==> src/rtl/reflector_pkg.sv <==
// Shared types and defaults for the parametrised reflector.
// No logic; state enum, default geometry and index-width helper.
// Used by reflector_param and refl_invol_checker.
package reflector_pkg;

    typedef enum logic [2:0] {
        ST_UNCFG = 3'd0,
        ST_LOAD  = 3'd1,
        ST_CHECK = 3'd2,
        ST_RUN   = 3'd3,
        ST_ERR   = 3'd4
    } refl_state_t;

    localparam int         DEF_N_SYM = 26;
    localparam int         DEF_SYM_W = 8;
    localparam logic [7:0] DEF_BASE  = 8'h41;

    function automatic int idx_w(input int n);
        return (n <= 2) ? 1 : $clog2(n);
    endfunction

endpackage

==> src/rtl/refl_invol_checker.sv <==
// Involution scanner: walks k = 0..N_SYM-1 one index per cycle while enabled.
// Latency: combinational fail/last flags for the current k.
// Backpressure: none; the counter restarts from 0 whenever i_en is low.
module refl_invol_checker
    import reflector_pkg::*;
#(
    parameter int N_SYM = DEF_N_SYM,
    parameter int IDX_W = idx_w(N_SYM)
) (
    input  logic             clk,
    input  logic             reset_n,
    input  logic             i_en,
    input  logic [IDX_W-1:0] i_fwd_k,
    input  logic [IDX_W-1:0] i_fwd_fwd_k,
    output logic [IDX_W-1:0] o_k,
    output logic             o_fail,
    output logic             o_last
);

    localparam logic [IDX_W-1:0] LAST_IDX = IDX_W'(N_SYM - 1);

    logic [IDX_W-1:0] r_k;

    always_ff @(posedge clk) begin
        if (!reset_n || !i_en) begin
            r_k <= '0;
        end else begin
            r_k <= r_k + 1'b1;
        end
    end

    // A reflector must pair every symbol with a different one.
    assign o_k    = r_k;
    assign o_fail = (i_fwd_fwd_k != r_k) || (i_fwd_k == r_k);
    assign o_last = (r_k == LAST_IDX);

endmodule

==> src/rtl/reflector_param.sv <==
// Runtime-loadable reflector with fwd/inv lookup; REFLECTOR_INVOLUTION_CHECK_EN adds wiring check.
// Latency: 1 cycle from input handshake to out_valid; 1 lookup per cycle.
// Backpressure: out_valid holds until out_ready; in_ready = RUN && (!out_valid || out_ready).
module reflector_param
    import reflector_pkg::*;
#(
    parameter int               N_SYM = DEF_N_SYM,
    parameter int               SYM_W = DEF_SYM_W,
    parameter logic [SYM_W-1:0] BASE  = SYM_W'(DEF_BASE)
) (
    input  logic             clk,
    input  logic             reset_n,
    input  logic             cfg_start,
    input  logic             cfg_valid,
    input  logic [SYM_W-1:0] cfg_data,
    output logic             cfg_ready,
    output logic             cfg_done,
    output logic             cfg_err,
    input  logic             in_valid,
    output logic             in_ready,
    input  logic [SYM_W-1:0] in_sym,
    input  logic             in_inv,
    output logic             out_valid,
    input  logic             out_ready,
    output logic [SYM_W-1:0] out_sym,
    output logic             out_err
);

    localparam int               IDX_W    = idx_w(N_SYM);
    localparam logic [SYM_W:0]   N_SYM_X  = (SYM_W + 1)'(N_SYM);
    localparam logic [IDX_W-1:0] LAST_IDX = IDX_W'(N_SYM - 1);

    refl_state_t      r_state;
    refl_state_t      w_next;
    logic [IDX_W-1:0] r_cnt;
    logic [IDX_W-1:0] r_fwd [N_SYM];
    logic [IDX_W-1:0] r_inv [N_SYM];
    logic             r_was_run;
    logic             r_out_valid;
    logic [SYM_W-1:0] r_out_sym;
    logic             r_out_err;

    logic [SYM_W-1:0] w_d;
    logic [SYM_W-1:0] w_i;
    logic             w_d_ok;
    logic             w_i_ok;
    logic             w_cfg_fire;
    logic             w_in_fire;

    assign w_d        = cfg_data - BASE;
    assign w_d_ok     = ({1'b0, w_d} < N_SYM_X);
    assign w_cfg_fire = cfg_valid && cfg_ready;
    assign w_i        = in_sym - BASE;
    assign w_i_ok     = ({1'b0, w_i} < N_SYM_X);
    assign w_in_fire  = in_valid && in_ready;

`ifdef REFLECTOR_INVOLUTION_CHECK_EN
    logic [IDX_W-1:0] w_chk_k;
    logic [IDX_W-1:0] w_fwd_k;
    logic [IDX_W-1:0] w_fwd_fwd_k;
    logic             w_chk_fail;
    logic             w_chk_last;

    assign w_fwd_k     = r_fwd[w_chk_k];
    assign w_fwd_fwd_k = r_fwd[w_fwd_k];

    refl_invol_checker #(
        .N_SYM (N_SYM),
        .IDX_W (IDX_W)
    ) u_checker (
        .clk         (clk),
        .reset_n     (reset_n),
        .i_en        (r_state == ST_CHECK),
        .i_fwd_k     (w_fwd_k),
        .i_fwd_fwd_k (w_fwd_fwd_k),
        .o_k         (w_chk_k),
        .o_fail      (w_chk_fail),
        .o_last      (w_chk_last)
    );
`endif

    always_ff @(posedge clk) begin
        if (!reset_n) begin
            r_state   <= ST_UNCFG;
            r_was_run <= 1'b0;
        end else begin
            r_state   <= w_next;
            r_was_run <= (r_state == ST_RUN);
        end
    end

    always_comb begin
        w_next = r_state;
        case (r_state)
            ST_UNCFG, ST_RUN, ST_ERR: begin
                if (cfg_start) w_next = ST_LOAD;
            end
            ST_LOAD: begin
                if (w_cfg_fire) begin
                    if (!w_d_ok) begin
                        w_next = ST_ERR;
                    end else if (r_cnt == LAST_IDX) begin
`ifdef REFLECTOR_INVOLUTION_CHECK_EN
                        w_next = ST_CHECK;
`else
                        w_next = ST_RUN;
`endif
                    end
                end
            end
`ifdef REFLECTOR_INVOLUTION_CHECK_EN
            ST_CHECK: begin
                if (w_chk_fail)      w_next = ST_ERR;
                else if (w_chk_last) w_next = ST_RUN;
            end
`endif
            default: w_next = ST_UNCFG;
        endcase
    end

    always_comb begin
        cfg_ready = (r_state == ST_LOAD);
        cfg_err   = (r_state == ST_ERR);
        cfg_done  = (r_state == ST_RUN) && !r_was_run;
        in_ready  = (r_state == ST_RUN) && (!r_out_valid || out_ready);
    end

    always_ff @(posedge clk) begin
        if (!reset_n) begin
            r_cnt <= '0;
        end else if ((w_next == ST_LOAD) && (r_state != ST_LOAD)) begin
            r_cnt <= '0;
        end else if (w_cfg_fire && w_d_ok) begin
            r_cnt <= r_cnt + 1'b1;
        end
    end

    // Tables hold indices; the inverse is built alongside so no second pass is needed.
    always_ff @(posedge clk) begin
        if (reset_n && w_cfg_fire && w_d_ok) begin
            r_fwd[r_cnt]            <= w_d[IDX_W-1:0];
            r_inv[w_d[IDX_W-1:0]]   <= r_cnt;
        end
    end

    always_ff @(posedge clk) begin
        if (!reset_n) begin
            r_out_valid <= 1'b0;
            r_out_sym   <= '0;
            r_out_err   <= 1'b0;
        end else if (w_in_fire) begin
            r_out_valid <= 1'b1;
            if (w_i_ok) begin
                r_out_sym <= BASE + SYM_W'(in_inv ? r_inv[w_i[IDX_W-1:0]] : r_fwd[w_i[IDX_W-1:0]]);
                r_out_err <= 1'b0;
            end else begin
                r_out_sym <= in_sym;
                r_out_err <= 1'b1;
            end
        end else if (out_ready) begin
            r_out_valid <= 1'b0;
        end
    end

    assign out_valid = r_out_valid;
    assign out_sym   = r_out_sym;
    assign out_err   = r_out_err;

endmodule

==> config.mk <==
export PLATFORM = sky130hd
export DESIGN_NAME = reflector_param
export DESIGN_NICKNAME = d
export VERILOG_FILES = /design/src/rtl/reflector_pkg.sv /design/src/rtl/refl_invol_checker.sv /design/src/rtl/reflector_param.sv
export SDC_FILE = /design/constraint.sdc
export NUM_CORES = 1
export LEC_CHECK = 0
export BUFFER_PORTS_ARGS = -buffer_cell sky130_fd_sc_hd__buf_4
export CAP_MARGIN = 20
export CORE_MARGIN = 8
export CORE_UTILIZATION = 60
export DETAILED_ROUTE_END_ITERATION = 8
export PLACE_DENSITY = 0.84
export RECOVER_POWER = 25
export SYNTH_ARGS = -nofsm -noshare
export SYNTH_HDL_FRONTEND = slang
export SYNTH_SLANG_ARGS = --single-unit
==> constraint.sdc <==
create_clock -name clk -period 13.7 [get_ports clk]
set_clock_uncertainty 0.15 [all_clocks]
set_input_delay 2.74 -clock clk [delete_from_list [all_inputs] [get_ports clk]]
set_output_delay 2.74 -clock clk [all_outputs]
set_load 0.005 [all_outputs]
Word-level counts from Yosys, hierarchy flattened
Memories as Yosys holds them, arrays and structs flattened.
Index checks and enable logic that the tools add are counted.
Word-level totals
  flip-flop bits (word level): 19
  memory bits (writable): 260
  output and inout port bits: 14
  memories: 2
Operators by class
  $add $sub $neg: 4
  $lt $le $gt $ge: 2
  eq/ne operators: 6
  multiplexer cells: 12
  bitwise gates (word level): 1
  reductions and logical operators: 15
Memories
  r_fwd: words 26, bits a word 5, read ports 1, clocked after memory_dff 0, write ports 1, RTL line reflector_param.sv:36  | logic [IDX_W-1:0] r_fwd [N_SYM];
  r_inv: words 26, bits a word 5, read ports 1, clocked after memory_dff 0, write ports 1, RTL line reflector_param.sv:37  | logic [IDX_W-1:0] r_inv [N_SYM];
Operators by type and width (number)
  $lt 8x5->1 const B: 2
  $sub 8x7->8 const B: 2
  $mux 3: 4
  $add 7x5->8 const A: 1
  $logic_and 1x1->1: 8
  $mux 8: 1
  $eq 3x1->1 const B: 2
  $pmux 3 s2: 1
  $add 5x1->5 const B: 1
  $eq 5x5->1 const B: 1
  $mux 1: 5
  $mux 5: 1
  $eq 3x2->1 const B: 1
  $eq 3x3->1 const B: 1
  $logic_not 3->1: 1
  $ne 3x1->1 const B: 1
  $reduce_or 3->1: 1
  $logic_not 1->1: 2
  $reduce_bool 2->1: 1
  $reduce_or 2->1: 1
  $logic_or 1x1->1: 1
  $not 1->1: 1

Depth between registers and ports, before layout
Gate-level depths: netlist of run 1.
  word-level depth: 8
  gate-level depth with buffers: 17
  gate-level depth less buffers: 12

Least setup slack after synthesis of run 1
Ideal clock, no wire load.
  kind: in2reg
  from: in in_sym[0]
  to: reg r_out_sym[2] (netlist: out_sym[2])
  setup time: 0.058 ns
  arrival time: 6.227 ns
  data required time: 13.492 ns
  slack: 7.265 ns
  cell stages on the path: 16
  buffers on the path: 4
  cells stage by stage: buf_4 > buf_4 > buf_6 > clkinv_1 > ha_1 > xor2_4 > buf_6 > mux4_1 > mux2i_1 > o32ai_1 > nor3_1 > a31oi_4 > ha_1 > or3_1 > a21oi_1 > o21a_1
On the way
  word-level cells in the longest chain between the ends: 5
  elaborated cells on any way between the ends: 7
RTL lines
  from (decl): RTL line reflector_param.sv:21  | input logic [SYM_W-1:0] in_sym,
  $sub 8x7->8 *: RTL line reflector_param.sv:53  | assign w_i = in_sym - BASE;
  $mem_v2 26x5 (on tied branches)
  $mux 5: RTL line reflector_param.sv:154  | r_out_sym <= BASE + SYM_W'(in_inv ? r_inv[w_i[IDX_W-1:0]] : r_fwd[w_i[IDX_W-1:0]]);
  $add 7x5->8: RTL line reflector_param.sv:154
  $mux 8 *: RTL line reflector_param.sv:153  | if (w_i_ok) begin
  to (signal assigned): RTL line reflector_param.sv:154
  to (signal assigned): RTL line reflector_param.sv:157  | r_out_sym <= in_sym;
  to (decl): RTL line reflector_param.sv:40  | logic [SYM_W-1:0] r_out_sym;
Every way passes the cells marked *; elsewhere a longest branch is shown, timed or not.
A chain may end at the register's enable or synchronous reset.

Worst setup path after layout of run 1
Same ends and word-level chain as after synthesis.

==> run summary, run 1 <==
Period utilisation layout: 49.93%
Die height: 157.0 um
Leakage Power: 4.524 nW
Vias in the first global route: 6931
Synth-to-Final Area Change: 10.95%
Nets: 803
Crit path from: in_sym[0]
Critical path, cell by cell: buf_4, clkinv_1, ha_2, xor2_4, buf_4, mux4_1, nor2_1, o32ai_1, nor3_1, a31oi_4, ha_1, or3_1, a21oi_1, o21a_1
Max clock buf depth: 3
Max IR drop VDD: 0.09651 mV
Clock Latency Late Sink: 520 ps
CP Launch Type: primary input
Clock group share of total power: 40.8%
Clk slew on worst S/H paths: 70 ps
Pre-CTS setup slack: 6383 ps
H-tree Lvls: 1
CTS tree: built
Synthesized flop and latch total: 279
Max Slew Vio Count: 65
XOR/XNOR Fraction of Synth Area: 1.196%
Fin. Hold Viols: 0
Gr busiest metal: met2
Initial DRT Pass Iterations: 6
Slowest stage cell, crit path: mux4_1
Mux contribution to synthesized area: 13.75%
Internal cell power: 1.385 mW
Clock Root Buffer: clkbuf_16
DRC errors left: 0
Critical R2R Capture: r_fwd[24][2]
Slew margin rel.: -2.579%
Worst Setup Path Type: in2reg
Flop pwr share: 52.7%
Distinct cell type count after synthesis: 71
Mapped Cells: 724
Die Wd: 157.0 um
Global-route wire length before repair: 41.20 mm
Synth Area in Adders: 1.154%
Combinational power share: 6.4%
NetSw: 0.3759 mW
Sequential-to-total area share from yosys stat: 68.65%
Antenna Nets Post-Route: 0
Filler cell count: 1188
Worst Reg-to-Reg Cells: 6
# rows: 51
Port bufs: 36
Fin util: 67.99%
Cell mode on critical path: buf_4
ANT cells: 0
Outcome: complete, but fails checks
Syn. warnings: 0
# Post-CTS Setup Buffers: 0
Switching fraction of total power: 21.35%
Pwr dens: 133.1 mW/mm^2
F_max: 146.2 MHz
Syn avg cell area: 16.47 um^2
# hold bufs at CTS: 0
CTS-repair resized insts: 0
Most common cell after layout, fill and taps aside: edfxtp_1
Ports: 37
CTS Sinks: 279
Post-synth ARST share: 0%
Fin Setup TNS: 0 ps
Seq. cell area: 0.008188 mm^2
M1 GR Usage: 29.42%
Via Count: 6929
Max cap viols: 2
Final Setup Violations: 0
CTS Buf Count: 26
Failing checks: max-capacitance violations, max-slew violations
Initial antenna violation count: 0
Slowest stage delay, CP: 660 ps
Commonest non-fill, non-tap cells in the layout: edfxtp_1, nand2_1, nor2_1, mux4_2, buf_4
Worst Tran Pin Value: 1539 ps
Post-synthesis simple-gate area fraction: 9.347%
Number of DRC markers in iteration 0: 857
FF-to-FF Start: r_state[0]
Hold path start: out_sym[1]
RSZ-0062 raised after global routing: no
CP Capture Type: flip-flop
Die area: 0.02464 mm^2
Hold Crit Class: reg2reg
CP required: 14020 ps
Main combinational cell family by area after synthesis: multiplexers
Total track usage: 22.53%
Multi-input gate area: 0.003488 mm^2
HPWL after DPL: 17.44 mm
Post-synth EDFFs: 260
Synth Area in Compound Gates: 3.777%
Worst endpoint data arrival time: 7160 ps
Layout cells sized above 1: 18.02%
Dominant synthesized flop cell: edfxtp_1
Tot Pwr: 1.761 mW
Setup slack, reg-to-reg: 10570 ps
Met2 Use GR: 35.70%
Pin count of the biggest net entering global routing: 64
Global placement routability congestion: 0.8855
Wire per inst: 26.51 um
Syn Nets: 758
Gr ovfl total: 0
Via-to-Cell Ratio: 6.580
Crit path to: out_sym[2]
Tmin final: 6840 ps
Total wire length: 27.92 mm
Initial core utilization: 61.28%
CP max FO: 35
Final setup margin: 6860 ps
M3 GR Usage: 6.581%
Core area: 0.01946 mm^2
Cell Area, Synth: 0.01193 mm^2
worst max-delay path: cells and delay by family:
kind            cells  cell delay, ps
simple gates        3             860
mux                 1             660
fa+ha+maj           2             670
compound gates      4             580
buf+inv             3            1450
xor+xnor            1             140
worst min path at each step:
stage | end | cells after the start
6_report | out_sym[1] | 1
5_1_grt | out_sym[1] | 1
4_1_cts | out_sym[1] | 1
3_5_place_dp | out_sym[1] | 1
3_3_place_gp | out_sym[1] | 1
2_1_floorplan | out_valid | 2
layout make-up:
| type | count | share of cell area, % |
|---|---|---|
| Inverter | 12 | 0.3404 |
| Timing Repair Buffer | 47 | 2.525 |
| Tap cell | 265 | 2.506 |
| Clock buffer | 32 | 5.248 |
| Clock inverter | 15 | 1.144 |
| Sequential cell | 279 | 61.88 |
| Multi-Input combinational cell | 403 | 26.36 |
synthesized netlist by cell type (3+ instances only):
master    count  share of area, %
a21boi_0      3              0.19
a21oi_1      16              0.67
and2_1        8              0.42
and3_1        7              0.37
buf_2         6              0.25
buf_4         6              0.38
buf_6         6              0.57
clkbuf_1      9              0.28
dfxtp_1      19               3.2
edfxtp_1    260                65
ha_1         11               1.2
inv_1        11              0.35
mux2_2        5              0.47
mux2i_1      15               1.3
mux4_1       16               3.5
mux4_2       45               8.5
nand2_1      80               2.5
nand2b_1      5              0.26
nand3_1      10              0.42
nand3b_1      3              0.19
nand4_1       8              0.42
nor2_1       76               2.4
nor2b_1       7              0.37
nor3_1        6              0.25
o21ai_0      18              0.76
o221ai_1      3              0.22
or3_1         4              0.21
xnor2_1       6              0.44
xor2_1        4              0.29
metrics by stage:
| step | cells | cell area, um^2 | hold slack [ps] |
|---|---|---|---|
| floorplan | 724 | 11930 | 336.3 |
| global placement | 1003 | 12380 | 338.0 |
| detailed placement | 1003 | 12380 | 344.3 |
| CTS | 1050 | 13230 | 362.5 |
| global route | 1053 | 13230 | 389.0 |
| finish | 1053 | 13230 | 367.5 |
layer usage:
layer / up-vias / part of all wire [%]
met3: 72 / 13
met5: - / 0
met4: 0 / 3.0
li1: 2915 / -
met1: 3422 / 37
met2: 520 / 47
power by group through the flow:
stage	Sequential (mW)	Combinational, mW	Clock, mW
finish	0.929	0.113	0.719
CTS	0.929	0.110	0.720
detailed placement	0.947	0.109	0
global placement	0.947	0.107	0
floorplan	0.947	0.0758	0
global route	0.928	0.120	0.753
logic make-up after synthesis:
family / Yosys count
DFF: 279
AOI/OAI and AO/OA: 66
muxes: 81
and+or+nand+nor: 233
adders and majority gates: 11
buffers and inverters: 42
xor gates and xnor gates: 12
flip-flops by register name, summed over array words and instances (netlist names):
| signal | cells |
|---|---|
| r_fwd | 130 |
| out_err | 1 |
| r_was_run | 1 |
| r_inv | 130 |
| r_cnt | 5 |
| out_valid | 1 |
| out_sym | 8 |
| r_state | 3 |
Power figures use the tool's default switching activity.
==> run 2, diff against run 1 <==
- ABC_AREA: not set -> 1
- CORE_UTILIZATION: 60 -> 56
- PLACE_DENSITY: 0.84 -> 0.83
- clock period: 13.7 -> 6.1 ns (I/O delays scaled with it)
==> run summary, run 2 <==
DRC errors left: 0
Die Wd: 164.8 um
Period utilisation layout: 71.82%
Clock Root Buffer: clkbuf_16
Outcome: complete, but fails checks
Sequential-to-total area share from yosys stat: 66.05%
Syn Nets: 1235
Critical path, cell by cell: clkbuf_1, inv_1, ha_1, inv_1, nor2_1, o21ai_1, nor2_2, nand2_4, nor2_4, nand2_1, nor2_1
Worst Tran Pin Value: 1534 ps
Clock Latency Late Sink: 540 ps
Fin Setup TNS: 0 ps
CTS tree: built
Fin. Hold Viols: 0
CP Launch Type: primary input
FF-to-FF Start: r_cnt[2]
Most common cell after layout, fill and taps aside: nand2_1
Synth Area in Adders: 1.110%
CTS Buf Count: 27
CP max FO: 32
# hold bufs at CTS: 0
Main combinational cell family by area after synthesis: simple AND/OR/NAND/NOR gates
CP required: 6140 ps
DP Area: 0.01281 mm^2
# Post-CTS Setup Buffers: 0
Slowest stage cell, crit path: inv_1
Mux contribution to synthesized area: 0.08074%
Post-synth top cells: nand2_1, edfxtp_1, nor2_1
Post-synth EDFFs: 260
# rows: 54
Vias in the first global route: 8733
Total track usage: 22.02%
Die area: 0.02715 mm^2
Crit path from: cfg_data[0]
Antenna Nets Post-Route: 0
Max clock buf depth: 3
Post-synthesis simple-gate area fraction: 21.08%
Hold path start: out_valid
Clk slew on worst S/H paths: 60 ps
Via Count: 8820
ANT cells: 0
CP Capture Type: flip-flop
Synth-to-Final Area Change: 9.961%
Synth area leaders: edfxtp_1, nand2_1, nor2_1
Most numerous cell in the Yosys netlist: nand2_1
F_max: 228.3 MHz
Pwr dens: 296.7 mW/mm^2
Distinct cell type count after synthesis: 40
Leakage Power: 5.180 nW
Syn avg cell area: 10.32 um^2
Post-synth ARST share: 0%
Number of DRC markers in iteration 0: 1179
Max Slew Vio Count: 31
Tot Pwr: 4.044 mW
Global-route wire length before repair: 46.20 mm
Wire per inst: 19.45 um
Worst endpoint data arrival time: 4430 ps
Layout cells sized above 1: 8.253%
Critical path buffer and inverter count: 3
Die height: 164.8 um
Initial antenna violation count: 0
CP delay by family, top: simple AND/OR/NAND/NOR gates
HPWL after DPL: 18.23 mm
H-tree Lvls: 1
Mapped Cells: 1201
Pin count of the biggest net entering global routing: 98
Synth area leader: edfxtp_1
Max IR drop VDD: 0.2669 mV
Gr ovfl total: 0
CTS-repair resized insts: 0
Dominant synthesized flop cell: edfxtp_1
Fin util: 62.66%
Ports: 37
CTS Sinks: 279
Synthesized flop and latch total: 279
Hold Crit Class: reg2reg
Tmin final: 4381 ps
Initial DRT Pass Iterations: 5
Core area: 0.02176 mm^2
Filler-free cell count of the finished design: 1528
Synth top area share: 62.98%
Worst Setup Path Type: in2reg
Total wire length: 29.71 mm
RSZ-0062 raised after global routing: no
Max cap viols: 1
Cell Area, Synth: 0.01240 mm^2
XOR/XNOR Fraction of Synth Area: 0.5450%
Commonest non-fill, non-tap cells in the layout: nand2_1, edfxtp_1, nor2_1, nand3_1, inv_1
Nets: 1263
Via-to-Cell Ratio: 5.772
Slew margin rel.: -2.292%
Syn. warnings: 0
Synth Area in Compound Gates: 5.612%
Failing checks: max-capacitance violations, max-slew violations
Global placement routability congestion: 0.8702
Port bufs: 36
Final Setup Violations: 0
Initial core utilization: 56.98%
Placed insts: 1480
Slowest stage delay, CP: 790 ps
Final instance area: 0.01363 mm^2
[run 2: cell types whose count changed after synthesis, moves of 9 or more]
cell / before / now
o211ai_1: 2 / 12
nand2_1: 80 / 314
nand3_1: 10 / 106
inv_1: 11 / 85
mux4_1: 16 / 0
nor2_1: 76 / 198
mux4_2: 45 / 0
buf_2: 6 / 15
o21ai_0: 18 / 73
mux2i_1: 15 / 1
[run 2: area by class of cell]
class / count / area [um^2]
repair buffers: 51 / 369.1
clock inverters: 18 / 167.7
clock buffers: 30 / 686.9
well taps: 280 / 350.3
flip-flops and latches: 279 / 8188
multi-input cells: 782 / 3535
inverters: 88 / 335.3
fillers: 1624 / 8124
[run 2: logic make-up (layout without fill, tap and decap cells)]
group | Yosys count | in the layout
multiplexers | 1 | 1
XOR/XNOR | 6 | 6
buffers and inverters | 140 | 187
adder cells (fa/ha/maj) | 11 | 11
AND/OR/NAND/NOR | 638 | 638
AO/OA/AOI/OAI | 126 | 126
flip-flops | 279 | 279
[run 2: per-stage QoR]
step           hold WS, ps  worst slack [ps]
4_1_cts              345.6              1809
2_1_floorplan        311.8              2206
6_report             349.7              1719
5_1_grt              363.3              1412
3_3_place_gp         309.1              1358
3_5_place_dp         329.3              1253
[run 2: final timing paths]
kind | slack (ps) | cells past startpoint | end
max | 1720 | 11 | r_inv[15][2]
min | 350 | 2 | out_valid
max reg2reg | 3070 | 3 | r_fwd[21][3]
min reg2reg | 350 | 2 | out_valid
[run 2: layer usage]
metal | GRT usage (%) | vias up | routed length (um) | part of all wire [%]
li1 | - | 4091 | - | -
met1 | 27.25 | 4103 | 11090 | 37
met2 | 37.02 | 536 | 14500 | 49
met3 | 3.888 | 90 | 2981 | 10
met4 | 10.57 | 0 | 1150 | 3.9
met5 | 0 | - | 0 | 0
[run 2: worst register-to-register path, stage by stage, from the launching register on]
cell and delay [ps]:
dfxtp_1 530, clkbuf_1 1000, nand3_1 500, nor2_1 500
[run 2: power by group]
| group | internal, mW | leakage (nW) | switching (mW) |
|---|---|---|---|
| sequential | 2.08 | 2.50 | 0.000656 |
| combinational | 0.0956 | 2.27 | 0.247 |
| clock | 0.935 | 0.412 | 0.682 |
| total | 3.11 | 5.18 | 0.930 |
==> run 3, diff against run 2 <==
- clock period: 6.1 -> 3.94 ns (I/O delays scaled with it)
==> run summary, run 3 (synthesis gave the netlist of run 2 again) <==
Outcome: complete, but fails checks
Failing checks: max-capacitance violations, max-slew violations
Die area: 0.02715 mm^2
CP required: 4180 ps
CTS Sinks: 279
F_max: 311.7 MHz
Worst endpoint data arrival time: 3450 ps
# hold bufs at CTS: 0
ANT cells: 0
Worst Reg-to-Reg Cells: 4
Hold path start: out_sym[7]
Clock group share of total power: 39.8%
HPWL after DPL: 17.82 mm
Hold Crit Class: reg2reg
Commonest non-fill, non-tap cells in the layout: nand2_1, edfxtp_1, nor2_1, nand3_1, inv_1
Final instance area: 0.01372 mm^2
Slew margin rel.: -1.486%
Internal cell power: 4.838 mW
Clock Latency Late Sink: 530 ps
Period utilisation layout: 81.43%
FF-to-FF Start: r_cnt[0]
Critical R2R Capture: r_fwd[9][3]
Initial DRT Pass Iterations: 6
Fin util: 63.04%
Die Wd: 164.8 um
Number of DRC markers in iteration 0: 1102
CP max FO: 9
CTS-repair resized insts: 0
# Post-CTS Setup Buffers: 0
Max cap viols: 1
Most common cell after layout, fill and taps aside: nand2_1
Fin Setup TNS: 0 ps
Pwr dens: 456.6 mW/mm^2
Die height: 164.8 um
Via Count: 8768
Hold slack: 314.7 ps
Tmin final: 3208 ps
Total wire length: 28.62 mm
H-tree Lvls: 1
Ports: 37
Combinational power share: 8.6%
Switching fraction of total power: 22.74%
Vias in the first global route: 8545
RSZ-0062 raised after global routing: no
DP Area: 0.01288 mm^2
Wire per inst: 18.64 um
Max IR drop VDD: 0.4881 mV
CTS tree: built
Final Setup Violations: 0
Gr ovfl total: 0
Global-route wire length before repair: 45.46 mm
Nets: 1269
Leakage Power: 5.231 nW
NetSw: 1.424 mW
Global placement routability congestion: 0.8853
Max clock buf depth: 3
Worst Tran Pin Value: 1522 ps
Worst Hold End: out_sym[7]
Initial core utilization: 56.98%
CP Capture Type: flip-flop
Port bufs: 36
Layout cells sized above 1: 8.765%
Core area: 0.02176 mm^2
Clock Root Buffer: clkbuf_16
Pin count of the biggest net entering global routing: 133
Antenna Nets Post-Route: 0
# rows: 54
Fin. Hold Viols: 0
DRC errors left: 0
Via-to-Cell Ratio: 5.712
CP Launch Type: primary input
Worst Setup Path Type: in2reg
Max Slew Vio Count: 31
Hold Path Stages: 2
Total track usage: 21.30%
Clk slew on worst S/H paths: 60 ps
CTS Buf Count: 27
Initial antenna violation count: 0
Tot Pwr: 6.262 mW
Setup slack, reg-to-reg: 1020 ps
Synth-to-Final Area Change: 10.64%
Flop pwr share: 51.5%
==> run 3: cell types whose count changed in the layout (fill, tap and decap cells not counted) <==
| cell | previous run | this run |
|---|---|---|
| clkinv_2 | 3 | 5 |
| inv_6 | 2 | 1 |
| buf_4 | 43 | 47 |
| clkbuf_1 | 10 | 12 |
| clkinv_1 | 8 | 6 |
| buf_12 | 1 | 4 |
| clkinvlp_4 | 2 | 1 |
==> run 3: how the worst max path moves through the flow <==
stage,start,end,slack (ps),cells after the start
floorplan,cfg_data[0],r_fwd[24][0],480,11
global placement,in_sym[1],out_sym[4],360,19
detailed placement,in_sym[1],out_sym[4],320,19
CTS,in_sym[1],out_sym[4],840,17
global route,in_sym[1],out_sym[4],600,17
finish,in_sym[1],out_sym[4],730,17
==> run 3: layer usage <==
| metal | global-route usage (%) | wire length [um] |
|---|---|---|
| met1 | 26.61 | 10480 |
| met2 | 36.83 | 14360 |
| met4 | 8.354 | 1171 |
| met5 | 0 | 0 |
| met3 | 3.091 | 2612 |
==> run 3: area by class of cell <==
class | instances | area [um^2]
Sequential cell | 279 | 8188
Timing Repair Buffer | 57 | 455.4
Clock inverter | 16 | 153.9
Clock buffer | 33 | 698.2
Multi-Input combinational cell | 782 | 3535
Inverter | 88 | 335.3
Tap cell | 280 | 350.3
Fill cell | 1608 | 8040
==> run 3: per-stage QoR <==
stage                     cells  setup slack [ps]
final                      1535             731.6
after CTS                  1534             839.8
after global placement     1485             361.3
after global routing       1535             597.9
after detailed placement   1485             317.5
after floorplan            1201             477.8
==> run 3: power groups by stage <==
stage	sequential (mW)	clock, mW	combinational, mW
global placement	3.29	0	0.520
finish	3.23	2.50	0.540
global route	3.23	2.63	0.591
floorplan	3.29	0	0.358
detailed placement	3.29	0	0.529
CTS	3.23	2.52	0.533
==> run 3: critical path, stage by stage <==
cell,delay [ps]
buf_4,110
inv_1,110
ha_2,310
inv_1,390
buf_4,270
o21ai_0,130
o22ai_1,290
nand2_1,90
nand3_1,120
nand2_1,70
nand2_2,100
ha_1,180
nand3_1,120
o21bai_1,140
nand3_1,90
nand2_1,70
a21oi_1,50
